==> config.mk <==
export PLATFORM = sky130hd
export DESIGN_NAME = breathe_seq
export DESIGN_NICKNAME = d
export VERILOG_FILES = /design/src/rtl/breathe_seq.sv
export SDC_FILE = /design/constraint.sdc
export NUM_CORES = 1
export LEC_CHECK = 0
export BUFFER_PORTS_ARGS = -buffer_cell sky130_fd_sc_hd__buf_4
export CAP_MARGIN = 15
export CORE_AREA = 2 2 72 81
export DETAILED_ROUTE_END_ITERATION = 7
export DIE_AREA = 0 0 74 83
export GPL_TIMING_DRIVEN = 0
export PLACE_DENSITY = 0.61
export SETUP_SLACK_MARGIN = 0.4
export SKIP_CTS_REPAIR_TIMING = 1
export SLEW_MARGIN = 20
export SYNTH_ARGS = -nofsm -noshare
export SYNTH_HDL_FRONTEND = slang
export SYNTH_SLANG_ARGS = --single-unit
==> constraint.sdc <==
create_clock -name clk -period 2.9 [get_ports clk]
set_input_delay 0.29 -clock clk [delete_from_list [all_inputs] [get_ports clk]]
set_output_delay 0.29 -clock clk [all_outputs]
set_load 0.05 [all_outputs]
==> src/rtl/breathe_seq.sv <==
// breathe_seq: multi-channel LED breathing sequencer.
// Each channel gets a triangle-wave brightness ramp rendered as PWM. A slot
// sequencer either breathes one channel per slot (with an optional all-off
// slot) or breathes all channels together.
// Optional feature macro: BREATHE_SEQ_GAMMA_EN selects a square-law
// brightness curve; when undefined the duty follows the level linearly.
//
// Ramp direction FSM:
//   state    | meaning
//   DIR_UP   | level rises one step per tick until it reaches LMAX
//   DIR_DOWN | level falls one step per tick; reaching 0 ends the breath

module breathe_seq #(
    parameter int NUM_CH         = 3,
    parameter int PWM_BITS       = 8,
    parameter int STEP_DIV       = 256,
    parameter int BREATHS_PER_CH = 1,
    parameter int OFF_SLOT       = 1,
    localparam int AW            = $clog2(NUM_CH + 1)
) (
    input  logic              clk,
    input  logic              reset_n,
    input  logic              en,
    input  logic              mode,
    output logic [NUM_CH-1:0] led_n,
    output logic [AW-1:0]     active_ch,
    output logic              breath_done
);

    localparam int PW = (STEP_DIV > 1) ? $clog2(STEP_DIV) : 1;
    localparam logic [PW-1:0]       PRE_LAST  = PW'(STEP_DIV - 1);
    localparam logic [PWM_BITS-1:0] LMAX      = '1;
    localparam logic [PWM_BITS-1:0] LMAX_M1   = LMAX - 1'b1;
    localparam logic [PWM_BITS-1:0] LVL_ONE   = PWM_BITS'(1);
    localparam logic [AW-1:0]       LAST_SLOT = AW'(NUM_CH - 1 + OFF_SLOT);
    localparam logic [7:0]          CNT_LAST  = 8'(BREATHS_PER_CH - 1);

    typedef enum logic {
        DIR_UP   = 1'b0,
        DIR_DOWN = 1'b1
    } dir_t;

    logic [PW-1:0]       presc;
    logic [PWM_BITS-1:0] pwm_cnt;
    logic [PWM_BITS-1:0] level;
    logic [PWM_BITS-1:0] duty;
    logic [7:0]          breath_cnt;
    logic                mode_q;
    dir_t                dir;
    logic                tick;
    logic                breath_end;
    logic [NUM_CH-1:0]   sel;

    assign tick       = en && (presc == PRE_LAST);
    assign breath_end = tick && (dir == DIR_DOWN) && (level == LVL_ONE);

    // Step prescaler and free-running PWM counter; both freeze while disabled.
    always_ff @(posedge clk or negedge reset_n) begin
        if (!reset_n) begin
            presc   <= '0;
            pwm_cnt <= '0;
        end else if (en) begin
            presc   <= tick ? '0 : presc + 1'b1;
            pwm_cnt <= pwm_cnt + 1'b1;
        end
    end

    // Ramp FSM, breath counting, mode sampling and slot advance.
    always_ff @(posedge clk or negedge reset_n) begin
        if (!reset_n) begin
            level       <= '0;
            dir         <= DIR_UP;
            breath_cnt  <= '0;
            active_ch   <= '0;
            mode_q      <= 1'b0;
            breath_done <= 1'b0;
        end else begin
            breath_done <= breath_end;
            if (tick) begin
                case (dir)
                    DIR_UP: begin
                        level <= level + 1'b1;
                        if (level == LMAX_M1)
                            dir <= DIR_DOWN;
                    end
                    DIR_DOWN: begin
                        level <= level - 1'b1;
                        if (level == LVL_ONE)
                            dir <= DIR_UP;
                    end
                    default: dir <= DIR_UP;
                endcase
            end
            if (breath_end) begin
                mode_q <= mode;
                if (mode) begin
                    // Unison: the slot pointer parks at 0 and stops advancing.
                    breath_cnt <= '0;
                    active_ch  <= '0;
                end else if (breath_cnt == CNT_LAST) begin
                    breath_cnt <= '0;
                    active_ch  <= (active_ch == LAST_SLOT) ? '0 : active_ch + 1'b1;
                end else begin
                    breath_cnt <= breath_cnt + 1'b1;
                end
            end
        end
    end

    // Duty register: one cycle behind the level in both curve variants.
`ifdef BREATHE_SEQ_GAMMA_EN
    logic [2*PWM_BITS-1:0] level_sq;
    assign level_sq = {{PWM_BITS{1'b0}}, level} * {{PWM_BITS{1'b0}}, level};

    always_ff @(posedge clk or negedge reset_n) begin
        if (!reset_n)
            duty <= '0;
        else if (en)
            duty <= PWM_BITS'(level_sq >> PWM_BITS);
    end
`else
    always_ff @(posedge clk or negedge reset_n) begin
        if (!reset_n)
            duty <= '0;
        else if (en)
            duty <= level;
    end
`endif

    // Channel select: every channel in unison, otherwise only active_ch.
    always_comb begin
        sel = '0;
        for (int i = 0; i < NUM_CH; i++)
            sel[i] = mode_q | (active_ch == AW'(i));
    end

    // Registered active-low LED drive; forced dark while disabled.
    always_ff @(posedge clk or negedge reset_n) begin
        if (!reset_n) begin
            led_n <= '1;
        end else if (!en) begin
            led_n <= '1;
        end else begin
            for (int i = 0; i < NUM_CH; i++)
                led_n[i] <= ~(sel[i] & (pwm_cnt < duty));
        end
    end

endmodule

==> summary.md <==
| Metric | Value |
|---|---|
| Final Setup Violations | 0 |
| Met1 Wirelength | 2199 um |
| Seq/Total Area, Yosys | 48.42% |
| WL final | 4454 um |
| Non-filler instance count after layout | 341 |
| Clk pin slew, worst setup/hold paths | 0.08 ns |
| P per Cell Area | 583.7 nW/um^2 |
| Vias in the first global route | 1747 |
| Hold Crit Class | in2async |
| First-pass iteration count of the detailed router | 4 |
| Initial Utilization | 47.04% |
| Largest net degree at the start of global routing | 49 |
| GRT Resource Usage Total | 16.37% |
| Syn Inst Count | 249 |
| Flops & latches, synth | 48 |
| Max_cap viols | 0 |
| Syn avg cell area | 9.995 um^2 |
| Period utilisation layout | 68.91% |
| Die Y | 83 um |
| Final Hold Viols | 11 |
| Min cycle time layout | 1.998 ns |
| Crit path kind | reg2reg |
| CTS max path bufs | 2 |
| Worst slew pin tran | 0.5936 ns |
| Die Footprint | 6142 um^2 |
| Metal3 WL | 134 um |
| GR Overflow Total | 0 |
| Dpl hpwl | 3061 um |
| DP Cell Count | 333 |
| Max VDD drop | 348.5 uV |
| CTS H-Tree Depth | 2 |
| Crit path DAT | 2.20 ns |
| Cell variety after synth | 42 |
| Status | complete, but fails checks |
| Area grow syn2layout | 9.703% |
| Max-slew violations | 0 |
| Ant. Diodes | 0 |
| Num CTS Buffers | 5 |
| Hold_ws | -0.003418 ns |
| Critical Path RT | 3.10 ns |
| Met2 wire len | 2037 um |
| Slew HR | 60.43% |
| Antenna violations before repair | 0 |
| Top cell type's share of synthesized area | 45.25% |
| Top cells by area, synth | dfrtp_1, ha_1, xnor2_1 |
| Iter 0 DRT Violations | 90 |
| Count leader, synth | dfrtp_1 |
| DRC violations left | 0 |
| DRT antenna net count | 0 |
| I/O Pins | 10 |
| Synth Net Count | 272 |
| Cell taking the most area after synthesis | dfrtp_1 |
| Nets | 288 |
| RSZ-0062 raised after global routing | no |
| Ys flop type | dfrtp_1 |
| EDFF count, synth | 0 |
| Warnings, synthesis | 0 |
| Post-synth top cells | dfrtp_1, nand2_1, o21ai_0 |
| Top Layer Used | met4 |
| Failing checks | hold timing |
| Final GP Congestion | 0.7944 |
| Ratio of cells with drive above 1 in the final layout | 10.53% |
| CTS Sinks | 48 |
| Netlist Area Pre-Place | 2489 um^2 |
| Row Count | 28 |
| Clock Skews | 0.007517 ns |
| Number of port buffers | 9 |
| Global-route wire length before repair | 7969 um |
| CTS tree | built |
| Die width | 74 um |
| Vias per cell | 5.220 |
| Avg WL per Cell | 13.06 um |
| FFs w/ async S/R, synth | 100.0% |
| Clock latency on the worst-skew pair | 0.30 ns |
| Setup TNS | 0 ns |
| CP Launch Type | register |
| Worst-path fanout max | 10 |
| DR vias | 1780 |
| Static leakage | 1.213 nW |
| Fmax achieved | 0.5004 GHz |
| Fin util | 51.61% |
| Root Buffer | clkbuf_8 |
| Core box area | 5290 um^2 |
| Type of destination of the critical path | register |
==> worst max-delay path: stages (launching register included) <==
cell and delay, ns:
dfrtp_1 0.45, ha_1 0.28, and4_1 0.27, nand4_2 0.26, clkinv_1 0.27, o21ai_0 0.12, a22o_1 0.24
==> worst paths after layout <==
check	from	to	slack [ns]	cells past startpoint
setup / recovery	presc[0]$_DFFE_PN0P_	breath_cnt[2]$_DFFE_PN0P_	0.90	6
hold / removal	reset_n	pwm_cnt[0]$_DFFE_PN0P_	-0.003	1
setup reg to reg	presc[0]$_DFFE_PN0P_	breath_cnt[2]$_DFFE_PN0P_	0.90	6
hold reg to reg	presc[7]$_DFFE_PN0P_	presc[7]$_DFFE_PN0P_	0.47	1
max in group asynchronous	reset_n	breath_cnt[6]$_DFFE_PN0P_	2.51	1
min in group clk	mode	mode_q$_DFFE_PN0P_	0.24	3
==> power breakdown <==
group	total [W]	internal, W	switching (W)
logic	0.000321	0.000159	0.000162
registers	0.000891	0.000765	0.000125
clock network	0.000382	0.000172	0.000210
total	0.00159	0.00110	0.000498
==> placed cells by master (no fill, tap or decap), drive strengths merged, types with 3 or more instances in the layout <==
| master | instances |
|---|---|
| dfrtp | 45 |
| nand2 | 29 |
| o21ai | 23 |
| ha | 19 |
| inv | 15 |
| nor2 | 15 |
| xnor2 | 15 |
| nand3 | 13 |
| clkbuf | 12 |
| buf | 11 |
| nor3 | 8 |
| nand4 | 8 |
| a21oi | 5 |
| xor2 | 5 |
| a22o | 5 |
| nor2b | 3 |
| nor4b | 3 |
| o31ai | 3 |
| dfstp | 3 |
==> sequential cells by signal, summed over array words and instances, names as in the netlist <==
signal / count
mode_q: 1
duty: 8
pwm_cnt: 8
active_ch: 2
breath_cnt: 8
dir: 1
breath_done: 1
presc: 8
led_n: 3
level: 8
==> metal layers <==
layer	GRT usage (%)	vias up
met4	6.446	0
met2	24.27	23
li1	-	894
met5	0	-
met3	2.549	7
met1	23.71	856
==> final cells by class <==
| cell class | count | area (um^2) |
|---|---|---|
| Buffer | 6 | 27.53 |
| Clock buffer | 8 | 80.08 |
| Fill cell | 492 | 2560 |
| Inverter | 16 | 60.06 |
| Multi-Input combinational cell | 179 | 1196 |
| Sequential cell | 48 | 1205 |
| Tap cell | 75 | 93.84 |
| Timing Repair Buffer | 9 | 67.56 |
==> kinds of logic after synthesis <==
family                     synth area share, %
buffers and inverters                    3.519
xor gates and xnor gates                 7.039
DFF                                      48.42
muxes                                    1.307
and+or+nand+nor                          20.11
AOI/OAI and AO/OA                        10.06
adders and majority gates                9.553
==> metrics by stage <==
| step | setup WS [ns] | cell area, um^2 | power (W) |
|---|---|---|---|
| 6_report | 0.9016 | 2730 | 0.001594 |
| 5_1_grt | 0.6904 | 2730 | 0.001713 |
| 4_1_cts | 0.8669 | 2730 | 0.001611 |
| 3_5_place_dp | 0.8911 | 2650 | 0.001224 |
| 3_3_place_gp | 0.8906 | 2650 | 0.001212 |
| 2_1_floorplan | 1.183 | 2489 | 0.001125 |
Power figures use the tool's default switching activity.
